$ cat config.mk
export PLATFORM = sky130hd
export DESIGN_NAME = dc_mem_responder
export DESIGN_NICKNAME = d
export VERILOG_FILES = /design/src/rtl/dc_mem_responder.sv
export SDC_FILE = /design/constraint.sdc
export NUM_CORES = 1
export LEC_CHECK = 0
export CAP_MARGIN = 40
export CORE_AREA = 4 4 233 235
export CTS_CLUSTER_DIAMETER = 40
export CTS_CLUSTER_SIZE = 16
export DETAILED_ROUTE_END_ITERATION = 12
export DIE_AREA = 0 0 237 239
export PLACE_DENSITY_LB_ADDON = 0.15
export SYNTH_ARGS = -nofsm -noshare
export SYNTH_HDL_FRONTEND = slang
export SYNTH_SLANG_ARGS = --single-unit
$ cat constraint.sdc
create_clock -name clk -period 14.2 [get_ports clk]
set_input_delay 2.13 -clock clk [delete_from_list [all_inputs] [get_ports clk]]
set_output_delay 2.13 -clock clk [all_outputs]
set_load 0.02 [all_outputs]
$ cat src/rtl/dc_mem_responder.sv
// Memory-side responder for the data cache: services line misses (with optional
// dirty-victim writeback) over a 32-bit beat memory port, and single-word IO accesses.
module dc_mem_responder #(
  parameter int PA_W = 15
) (
  input  logic              clk,
  input  logic              rst,
  input  logic              dc_miss,
  input  logic [31:0]       dc_miss_addr,
  input  logic              dc_evict,
  input  logic [31:0]       dc_evict_addr,
  input  logic [127:0]      dc_evict_data,
  output logic [127:0]      dc_data_fill,
  output logic              dc_miss_ack,
  input  logic              io_access,
  input  logic              io_rw,
  input  logic [31:0]       io_addr,
  input  logic [31:0]       io_wr_data,
  output logic [31:0]       io_rd_data,
  output logic              io_ack,
  output logic              mem_req,
  output logic              mem_we,
  output logic [PA_W-1:0]   mem_addr,
  output logic [31:0]       mem_wdata,
  input  logic [31:0]       mem_rdata,
  input  logic              mem_ack,
  output logic              iod_req,
  output logic              iod_we,
  output logic [31:0]       iod_addr,
  output logic [31:0]       iod_wdata,
  input  logic [31:0]       iod_rdata,
  input  logic              iod_ack,
  output logic [2:0]        fsm_state
);

  typedef enum logic [2:0] {
    S_IDLE  = 3'd0,
    S_EVICT = 3'd1,
    S_FILL  = 3'd2,
    S_MACK  = 3'd3,
    S_IOREQ = 3'd4,
    S_IOACK = 3'd5,
    S_GAP   = 3'd6
  } state_t;

  state_t           state, state_next;
  logic [1:0]       beat;
  logic [PA_W-5:0]  miss_line;
  logic [PA_W-5:0]  evict_line;
  logic [127:0]     evict_buf;
  logic [95:0]      fill_buf;
  logic             io_rw_q;
  logic [31:0]      io_addr_q;
  logic [31:0]      io_wdata_q;

  // Valid/ready: mem_req/iod_req stay asserted with stable fields until the
  // corresponding ack is sampled high on a rising edge; each ack completes one beat.
  wire accept_io   = (state == S_IDLE) && io_access;
  wire accept_miss = (state == S_IDLE) && !io_access && dc_miss;
  wire last_beat   = mem_ack && (beat == 2'd3);

  logic unused_addr_bits;
  assign unused_addr_bits = ^{dc_miss_addr[31:PA_W], dc_miss_addr[3:0],
                              dc_evict_addr[31:PA_W], dc_evict_addr[3:0]};

  always_ff @(posedge clk or posedge rst) begin
    if (rst) state <= S_IDLE;
    else     state <= state_next;
  end

  always_comb begin
    state_next = state;
    unique case (state)
      S_IDLE: begin
        if (io_access)    state_next = S_IOREQ;
        else if (dc_miss) state_next = dc_evict ? S_EVICT : S_FILL;
      end
      S_EVICT: if (last_beat) state_next = S_FILL;
      S_FILL:  if (last_beat) state_next = S_MACK;
      S_MACK:  state_next = S_GAP;
      S_IOREQ: if (iod_ack) state_next = S_IOACK;
      S_IOACK: state_next = S_GAP;
      S_GAP:   state_next = S_IDLE;
      default: state_next = S_IDLE;
    endcase
  end

  always_comb begin
    mem_req   = 1'b0;
    mem_we    = 1'b0;
    mem_addr  = '0;
    mem_wdata = '0;
    iod_req   = 1'b0;
    iod_we    = 1'b0;
    iod_addr  = '0;
    iod_wdata = '0;
    if (state == S_EVICT) begin
      mem_req  = 1'b1;
      mem_we   = 1'b1;
      mem_addr = {evict_line, beat, 2'b00};
      case (beat)
        2'd0:    mem_wdata = evict_buf[31:0];
        2'd1:    mem_wdata = evict_buf[63:32];
        2'd2:    mem_wdata = evict_buf[95:64];
        default: mem_wdata = evict_buf[127:96];
      endcase
    end else if (state == S_FILL) begin
      mem_req  = 1'b1;
      mem_addr = {miss_line, beat, 2'b00};
    end else if (state == S_IOREQ) begin
      iod_req   = 1'b1;
      iod_we    = io_rw_q;
      iod_addr  = io_addr_q;
      iod_wdata = io_wdata_q;
    end
  end

  assign dc_miss_ack = (state == S_MACK);
  assign io_ack      = (state == S_IOACK);
  assign fsm_state   = state;

  always_ff @(posedge clk or posedge rst) begin
    if (rst) begin
      beat         <= '0;
      miss_line    <= '0;
      evict_line   <= '0;
      evict_buf    <= '0;
      fill_buf     <= '0;
      io_rw_q      <= 1'b0;
      io_addr_q    <= '0;
      io_wdata_q   <= '0;
      dc_data_fill <= '0;
      io_rd_data   <= '0;
    end else begin
      if (accept_io) begin
        io_rw_q    <= io_rw;
        io_addr_q  <= io_addr;
        io_wdata_q <= io_wr_data;
      end
      if (accept_miss) begin
        miss_line  <= dc_miss_addr[PA_W-1:4];
        evict_line <= dc_evict_addr[PA_W-1:4];
        evict_buf  <= dc_evict_data;
        beat       <= '0;
      end
      // The 2-bit counter wraps to 0 on the final beat, ready for the fill phase.
      if ((state == S_EVICT || state == S_FILL) && mem_ack) beat <= beat + 2'd1;
      if (state == S_FILL && mem_ack) begin
        case (beat)
          2'd0:    fill_buf[31:0]  <= mem_rdata;
          2'd1:    fill_buf[63:32] <= mem_rdata;
          2'd2:    fill_buf[95:64] <= mem_rdata;
          default: dc_data_fill    <= {mem_rdata, fill_buf};
        endcase
      end
      if (state == S_IOREQ && iod_ack && !io_rw_q) io_rd_data <= iod_rdata;
    end
  end

endmodule
==> impl_metrics.env, run 1 <==
export IMPL_outcome="finished clean"
export IMPL_grt_antenna_before_repair=8
export IMPL_die_area_um2=56600
export IMPL_post_route_util_pct=55.7
export IMPL_fin_ws_ps=8820
export IMPL_fin_area_um2=29100
export IMPL_finalCritPeriodShare_pct=37.9
export IMPL_place_ws_ps=9140
export IMPL_path_class="reg2out"
export IMPL_hold_class="reg2reg"
export IMPL_grt_start_max_net_pins=172
export IMPL_drtIter0Drc=576
export IMPL_rows=84
export IMPL_nFillCells=4315
export IMPL_htree_levels=3
export IMPL_core_um2=52200
export IMPL_synth_edf_count=0
export IMPL_cts_hold_buf=0
export IMPL_drc=0
export IMPL_power_total_mw=6.36
export IMPL_cts_setup_buffers=0
export IMPL_internal_power_mw=4.41
export IMPL_crit_chain="nor3b_4 > buf_4 > and2_1 > clkdlybuf4s50_1"
export IMPL_p_leak_nw=13.3
export IMPL_fp_dieW_um=237
export IMPL_post_cts_resized=0
export IMPL_synth_cells=1254
export IMPL_yosys_top_cells_area="dfrtp_1, mux2_2, mux2_4, and2_1, a222oi_1"
export IMPL_die_h_um=239
export IMPL_first_global_vias=14000
export IMPL_regArea_um2=11900
export IMPL_cpLargestDelayFamily="buffers and inverters"
export IMPL_maxSlewHeadroom_pct=33.2
export IMPL_finClkSkew_ps=20.7
export IMPL_synth_top_area_share_pct=60.1
export IMPL_syn_area_per_cell_um2=15.8
export IMPL_hold_slack_ps=483
export IMPL_rsz0062_at_grt="false"
export IMPL_required_ps=12070
export IMPL_wl_per_cell_um=21.5
export IMPL_r2r_end="dc_data_fill[39]"
export IMPL_use_met2_pct=32.5
export IMPL_finalHoldViolCount=0
export IMPL_first_pass_iters=5
export IMPL_vdd_drop_max_mv=0.112
export IMPL_tns_ps=0
export IMPL_setup_viol=0
export IMPL_met3_usage_pct=7.75
export IMPL_syn_to_final_growth_pct=46.7
export IMPL_slowest_delay_ps=690
export IMPL_place_hpwl_um=39200
export IMPL_timing_fmax_mhz=186
export IMPL_gp_congestion=0.789
export IMPL_reg2reg_from="fsm_state[2]"
export IMPL_initial_utilization_pct=38.0
export IMPL_drv_cap=0
export IMPL_numCtsBuffers=83
export IMPL_tightest_slew_ps=1000
export IMPL_grt_pass1_wl_um=84900
export IMPL_yosys_register_bits=476
export IMPL_synthFlopType="dfrtp_1"
export IMPL_clk_path_buf_depth=3
export IMPL_final_common_cell="clkdlybuf4s50_1"
export IMPL_crit_path_end_kind="primary output"
export IMPL_final_cell_mix="clkdlybuf4s50_1, dfrtp_1, mux2_2, mux2_4, clkbuf_16"
export IMPL_vias_per_cell=4.92
export IMPL_grt_busiest_layer="met2"
export IMPL_place_area_um2=26200
export IMPL_min_delay_start="fill_buf[8]"
export IMPL_grt_use_met1_pct=23.1
export IMPL_yosys_warnings=0
export IMPL_postRouteAntennaNets=0
export IMPL_switchingPower_mw=1.95
export IMPL_comb_power_share_pct=33.0
export IMPL_post_synth_top_area_cell="dfrtp_1"
export IMPL_track_usage_pct=19.3
export IMPL_drive_gt1_share_pct=34.0
export IMPL_clk_root_buffer_cell="clkbuf_16"
export IMPL_multiInputGateArea_um2=7380
export IMPL_vias=12800
export IMPL_synth_distinct_cells=39
export IMPL_path_clk_slew_ps=60
export IMPL_start_kind="flop"
export IMPL_slew_viol_final=0
export IMPL_port_buffers=563
export IMPL_seq_power_share_pct=35.1
export IMPL_min_to="dc_data_fill[8]"
export IMPL_worstPathArrival_ps=3250
export IMPL_ys_async_sr_fraction_pct=100
export IMPL_ys_seq_area_share_pct=60.1
export IMPL_crit_fanout=53
export IMPL_grt_overflow_total=0
export IMPL_path_buf_inv=2
export IMPL_p_clk_share_pct=31.9
export IMPL_slowest_stage="dfrtp_1"
export IMPL_final_cells=2601
export IMPL_io_pins=608
export IMPL_syn_area_um2=19800
export IMPL_clk_latency_ps=610
export IMPL_wirelength_um=55900
export IMPL_dp_cells=2444
export IMPL_power_switching_share_pct=30.6
export IMPL_clock_sinks=476
export IMPL_worstHoldPathCells=1
export IMPL_rrSetupSlack_ps=11070
export IMPL_nets=2174
export IMPL_period_needed_ps=5380
export IMPL_cts_tree="built"
export IMPL_ff2ff_path_depth=6
export IMPL_power_density_nw_per_um2=219
-- how the worst max path moves through the flow --
stage,from,cells past startpoint,end
after global routing,fsm_state[2],4,iod_wdata[3]
after global placement,mem_ack,6,dc_data_fill[108]
after floorplan,rst,1,beat[0]
after detailed placement,mem_ack,7,dc_data_fill[39]
after CTS,fsm_state[2],4,iod_addr[23]
final,fsm_state[2],4,iod_addr[23]
-- flip-flops by register name, indices dropped and copies added, names as in the netlist, 3 cells and up --
signal and count:
dc_data_fill 128, evict_buf 128, evict_line 11, fill_buf 96, fsm_state 3, io_addr_q 32
io_rd_data 32, io_wdata_q 32, miss_line 11
-- routing by layer --
layer / share of wire, % / wire, um
met5: 0.17 / 94
met3: 7.8 / 4380
met2: 50 / 28100
met4: 2.1 / 1160
met1: 40 / 22100
-- cells by family (layout without fill, tap and decap cells) --
| group | after synthesis | in the layout | share of synthesized area [%] |
|---|---|---|---|
| multiplexers | 471 | 471 | 29.0 |
| XOR/XNOR | 1 | 1 | 0.0442 |
| flip-flops | 476 | 476 | 60.1 |
| AO/OA/AOI/OAI | 87 | 87 | 4.11 |
| adder cells (fa/ha/maj) | 5 | 5 | 0.315 |
| buffers and inverters | 91 | 748 | 2.93 |
| AND/OR/NAND/NOR | 122 | 122 | 3.52 |
| other | 1 | 3 | 0.0189 |
-- Yosys cell counts, drive strengths merged, types with 2 or more instances --
cell type / number
a21oi: 2
a222oi: 32
a22o: 11
and2: 67
and3b: 3
buf: 57
clkbuf: 29
dfrtp: 476
ha: 5
inv: 5
mux2: 471
nand2: 37
nor2: 2
nor3: 5
nor3b: 3
o211a: 32
o21ai: 3
o21bai: 2
-- worst reg2reg max path, stage by stage (launching register included) --
cell and delay [ps]:
dfrtp_1 690, and4bb_2 360, nand2_4 430, buf_4 430
buf_4 460, buf_16 290, mux2_4 350
-- final cells by class --
| cell class | count | share of cell area, % |
|---|---|---|
| timing repair buffer | 587 | 20.6 |
| clock inverter | 53 | 2.00 |
| clock buffer | 103 | 7.99 |
| antenna | 1 | 0.00860 |
| inverter | 5 | 0.0774 |
| sequential | 476 | 40.9 |
| tap | 688 | 2.96 |
| multi-input combinational | 688 | 25.4 |
-- power groups by stage --
| stage | logic (mW) | registers, mW | clock network [mW] |
|---|---|---|---|
| after detailed placement | 2.13 | 2.26 | 0 |
| after global placement | 2.09 | 2.22 | 0 |
| final | 2.10 | 2.24 | 2.03 |
| after global routing | 2.25 | 2.31 | 2.15 |
| after floorplan | 1.14 | 2.34 | 0 |
| after CTS | 2.14 | 2.24 | 2.08 |
Power figures use the tool's default switching activity.
==> run 2, diff against run 1 <==
Settings changed: CORE_AREA 4 4 233 235 to 4 4 237 239, DIE_AREA 0 0 237 239 to 0 0 241 243.
Clock period 14.2 ns to 5.3 ns, I/O delays scaled along.
==> run 2 against run 1 <==
Sequential share of layout area increased by 0.44 points; via count shrank 0.63%; register-to-register slack worse by 8400 ps; combinational power increased to 2.7 times the previous value; setup slack got worse by 7600 ps; non-clock buffer count grew 7; global-route usage fell by 0.20 points; critical path type unchanged; critical path depth up 3; final area shrank 1.1%; die area rose by 3.4%; final cell count grew 0.12%; sequential power grew to 2.7 times the previous value.
==> impl_metrics.env, run 2 (same netlist as run 1, synthesis figures left out) <==
export IMPL_setup_viol=0
export IMPL_p_leak_nw=13.1
export IMPL_postRouteAntennaNets=0
export IMPL_post_cts_resized=0
export IMPL_final_cell_mix="clkdlybuf4s50_1, dfrtp_1, mux2_2, mux2_4, clkbuf_16"
export IMPL_wirelength_um=56500
export IMPL_vias=12700
export IMPL_timing_fmax_mhz=247
export IMPL_crit_fanout=20
export IMPL_nets=2175
export IMPL_reg2reg_from="fsm_state[2]"
export IMPL_io_pins=608
export IMPL_first_global_vias=13600
export IMPL_syn_to_final_growth_pct=45.1
export IMPL_met1Wirelength_um=22500
export IMPL_rsz0062_at_grt="false"
export IMPL_fp_dieW_um=241
export IMPL_drtIter0Drc=620
export IMPL_gp_congestion=0.796
export IMPL_final_cells=2604
export IMPL_wl_per_cell_um=21.7
export IMPL_maxSlewHeadroom_pct=48.3
export IMPL_path_depth=7
export IMPL_numCtsBuffers=77
export IMPL_first_pass_iters=7
export IMPL_core_um2=53800
export IMPL_r2r_end="dc_data_fill[44]"
export IMPL_clk_path_buf_depth=3
export IMPL_period_needed_ps=4040
export IMPL_vias_per_cell=4.88
export IMPL_grt_start_max_net_pins=136
export IMPL_cts_setup_buffers=0
export IMPL_drc=0
export IMPL_rows=85
export IMPL_crit_path_end_kind="primary output"
export IMPL_worstHoldPathCells=1
export IMPL_outcome="finished clean"
export IMPL_required_ps=4510
export IMPL_vdd_drop_max_mv=0.316
export IMPL_min_to="evict_buf[8]"
export IMPL_path_clk_slew_ps=50
export IMPL_port_buffers=563
export IMPL_cpLargestDelayFamily="buffers and inverters"
export IMPL_track_usage_pct=19.1
export IMPL_hold_slack_ps=492
export IMPL_rrSetupSlack_ps=2640
export IMPL_path_class="reg2out"
export IMPL_power_density_nw_per_um2=577
export IMPL_route_met2_wl_um=27600
export IMPL_start_kind="flop"
export IMPL_clock_sinks=476
export IMPL_clk_latency_ps=590
export IMPL_tightest_slew_ps=776
export IMPL_slew_viol_final=0
export IMPL_finalCritPeriodShare_pct=76.3
export IMPL_finClkSkew_ps=18.6
export IMPL_ff2ff_path_depth=4
export IMPL_cts_tree="built"
export IMPL_dp_cells=2459
export IMPL_largestRegisters="dc_data_fill (128), evict_buf (128), fill_buf (96)"
export IMPL_path_buf_inv=3
export IMPL_top_layer="met5"
export IMPL_grt_antenna_before_repair=15
export IMPL_power_total_mw=16.6
export IMPL_hold_class="reg2reg"
export IMPL_initial_utilization_pct=36.9
export IMPL_die_area_um2=58600
export IMPL_slowest_delay_ps=630
export IMPL_finalHoldViolCount=0
export IMPL_drv_cap=0
export IMPL_crit_chain="inv_1 > ha_1 > buf_4 > a222oi_1 > nand2_1 > o211a_1 > clkdlybuf4s50_1"
export IMPL_die_h_um=243
export IMPL_drive_gt1_share_pct=33.5
export IMPL_grt_overflow_total=0
export IMPL_wl_met3_um=4570
export IMPL_min_delay_start="evict_buf[8]"
export IMPL_grt_pass1_wl_um=85600
export IMPL_htree_levels=3
export IMPL_worstPathArrival_ps=3250
export IMPL_final_common_cell="clkdlybuf4s50_1"
export IMPL_clk_root_buffer_cell="clkbuf_16"
export IMPL_place_hpwl_um=39900
export IMPL_slowest_stage="ha_1"
export IMPL_cts_hold_buf=0
[run 2: area by class of cell]
class	count	area (um^2)
antenna	5	12.5
clock buffer	92	2080
clock inverter	48	532
fill	4533	25000
inverter	5	22.5
multi-input combinational	688	7380
sequential	476	11900
tap	696	871
timing repair buffer	594	5980
[run 2: how the worst max path moves through the flow]
stage | endpoint | slack, ps | startpoint
CTS | mem_wdata[7] | 1080 | beat[0]
global route | mem_wdata[7] | 990 | beat[0]
finish | mem_wdata[7] | 1260 | beat[0]
global placement | mem_wdata[17] | 1630 | beat[1]
detailed placement | mem_wdata[7] | 1730 | beat[0]
floorplan | beat[0] | -1940 | rst
[run 2: power by group]
part / switching [mW] / internal (mW)
Combinational: 2.50 / 3.12
Sequential: 0.809 / 5.17
Clock: 1.82 / 3.18
Total: 5.13 / 11.5
[run 2: through the flow]
| step | instance area (um^2) | setup slack [ps] | util, % | TNS, ps |
|---|---|---|---|---|
| finish | 28800 | 1260 | 53.5 | 0 |
| global placement | 26100 | 1630 | 48.5 | 0 |
| CTS | 28800 | 1080 | 53.5 | 0 |
| global route | 28800 | 987 | 53.5 | 0 |
| detailed placement | 26200 | 1730 | 48.6 | 0 |
| floorplan | 19800 | -1940 | - | -925240 |
[run 2: per-layer routing]
metal	GRT usage, %	vias to the layer above
met3	7.31	114
met5	0	-
met2	31.2	371
met4	6.26	18
met1	23.2	6480
li1	-	5732
[run 2: worst register-to-register path, delay by kind of cell, from the launching register on]
kind                   cells  cell delay, ps
DFF                        1             650
buffers and inverters      1             610
and+or+nand+nor            2             920
muxes                      1             370
==> run 3, diff against run 2 <==
Settings changed: CORE_AREA 4 4 237 239 to 4 4 233 235, DIE_AREA 0 0 241 243 to 0 0 237 239.
Clock period 5.3 ns to 3.4 ns, I/O delays scaled along.
==> run 3 against run 2 <==
Non-clock buffer count up 4; register-to-register slack worse by 1700 ps; final cell count up 0.27%; clock-buffer cell count up 1; power up 63%; combinational power up 57%; global-route usage up 0.23 points; critical path depth unchanged; setup slack worse by 1100 ps; final area up 1.9%; worst hold slack worse by 190 ps; sequential power up 57%.
==> impl_metrics.env, run 3 (same netlist as run 1, synthesis figures left out) <==
export IMPL_crit_path_end_kind="primary output"
export IMPL_post_route_util_pct=56.2
export IMPL_place_hpwl_um=39300
export IMPL_postRouteAntennaNets=0
export IMPL_grt_start_max_net_pins=76
export IMPL_finalCritPeriodShare_pct=96.8
export IMPL_tightest_slew_ps=612
export IMPL_period_needed_ps=3290
export IMPL_clock_sinks=476
export IMPL_syn_to_final_growth_pct=47.9
export IMPL_fp_dieW_um=237
export IMPL_path_class="reg2out"
export IMPL_required_ps=2890
export IMPL_reg2reg_from="fsm_state[1]"
export IMPL_drv_cap=0
export IMPL_final_cell_mix="clkdlybuf4s50_1, dfrtp_1, mux2_2, mux2_4, clkbuf_16"
export IMPL_gp_congestion=0.796
export IMPL_rows=84
export IMPL_grt_pass1_wl_um=85100
export IMPL_vias=12800
export IMPL_first_global_vias=13700
export IMPL_grt_antenna_before_repair=6
export IMPL_cts_hold_buf=0
export IMPL_vdd_drop_max_mv=0.534
export IMPL_start_kind="flop"
export IMPL_nets=2185
export IMPL_die_area_um2=56600
export IMPL_path_clk_slew_ps=50
export IMPL_track_usage_pct=19.3
export IMPL_vias_per_cell=4.89
export IMPL_setup_viol=0
export IMPL_maxSlewHeadroom_pct=59.2
export IMPL_outcome="finished clean"
export IMPL_finClkSkew_ps=17.8
export IMPL_slowest_stage="clkdlybuf4s50_1"
export IMPL_rrSetupSlack_ps=980
export IMPL_drc=0
export IMPL_clk_root_buffer_cell="clkbuf_16"
export IMPL_wirelength_um=56300
export IMPL_clk_latency_ps=600
export IMPL_port_buffers=563
export IMPL_first_pass_iters=7
export IMPL_htree_levels=3
export IMPL_ff2ff_path_depth=5
export IMPL_power_total_mw=27.1
export IMPL_hold_class="in2async"
export IMPL_slew_viol_final=0
export IMPL_rsz0062_at_grt="false"
export IMPL_die_h_um=239
export IMPL_crit_chain="inv_1 > ha_1 > buf_6 > a222oi_1 > nand2_1 > o211a_1 > clkdlybuf4s50_1"
export IMPL_finalHoldViolCount=0
export IMPL_wl_per_cell_um=21.5
export IMPL_worstPathArrival_ps=2780
export IMPL_drive_gt1_share_pct=34.4
export IMPL_timing_fmax_mhz=304
export IMPL_crit_fanout=33
export IMPL_cts_setup_buffers=0
export IMPL_largestRegisters="dc_data_fill (128), evict_buf (128), fill_buf (96)"
export IMPL_p_leak_nw=13.6
export IMPL_power_density_nw_per_um2=923
export IMPL_final_common_cell="clkdlybuf4s50_1"
export IMPL_cts_tree="built"
export IMPL_io_pins=608
export IMPL_numCtsBuffers=83
export IMPL_slowest_delay_ps=540
export IMPL_tns_ps=0
export IMPL_drtIter0Drc=582
export IMPL_core_um2=52200
export IMPL_initial_utilization_pct=38.0
export IMPL_clk_path_buf_depth=3
export IMPL_grt_overflow_total=0
export IMPL_r2r_end="io_rd_data[29]"
-- run 3: changes by cell type in the layout (fill, tap and decap cells not counted), moves of 5 or more --
cell             delta
dlymetal6s2s_1     +11
buf_12              +9
bufinv_16           +9
buf_4               -6
clkdlybuf4s50_1    -13
inv_6               -5
-- run 3: area by class of cell --
cell class,instances,area [um^2]
Fill cell,4293,22900
Antenna cell,1,2.50
Clock buffer,93,2180
Multi-Input combinational cell,688,7380
Tap cell,688,861
Inverter,5,22.5
Clock inverter,62,850
Timing Repair Buffer,598,6130
Sequential cell,476,11900
-- run 3: critical path: cells and delay by family, from the launching register on --
family / cells / cell delay [ps]
AO/OA/AOI/OAI: 2 / 530
adder cells (fa/ha/maj): 1 / 220
buffers and inverters: 3 / 850
flip-flops: 1 / 430
AND/OR/NAND/NOR: 1 / 110
-- run 3: where the power goes --
part           total (mW)  leakage [nW]  internal [mW]  switching [mW]
Combinational        8.82          6.12           4.89            3.93
Clock                8.90          1.47           5.89            3.01
Sequential           9.36          6.02           8.06            1.30
Total                27.1          13.6           18.8            8.24
-- run 3: metal layers --
| layer | up-vias | wire length, um | track usage, % |
|---|---|---|---|
| met4 | 10 | 982 | 5.29 |
| met3 | 76 | 4480 | 6.88 |
| met1 | 6546 | 22700 | 24.1 |
| met5 | - | 69 | 0 |
| li1 | 5754 | - | - |
| met2 | 381 | 28000 | 32.0 |
-- run 3: metrics by stage --
step | instances | hold WS (ps) | setup slack, ps | instance area [um^2]
6_report | 2611 | 301 | 107 | 29300
3_5_place_dp | 2455 | 484 | 450 | 26300
5_1_grt | 2611 | 310 | 0.143 | 29300
4_1_cts | 2610 | 273 | 3.09 | 29300
2_1_floorplan | 1255 | 457 | -3560 | 19800
3_3_place_gp | 2455 | 471 | 494 | 26300
-- run 3: what timing repair did --
action,in CTS,in global routing
setup endpoints to repair,22,51
pin swaps,1,5
gates resized for setup,5,13
-- run 3: worst max path at each step --
stage          startpoint             to  slack [ps]  cells past startpoint
5_1_grt           beat[0]  mem_wdata[25]         0.1                      7
4_1_cts           beat[1]  mem_wdata[31]           3                      7
3_5_place_dp      beat[0]   mem_wdata[9]         450                      7
6_report          beat[0]  mem_wdata[25]         110                      7
3_3_place_gp      beat[0]   mem_wdata[9]         490                      7
2_1_floorplan         rst        beat[0]       -3560                      1
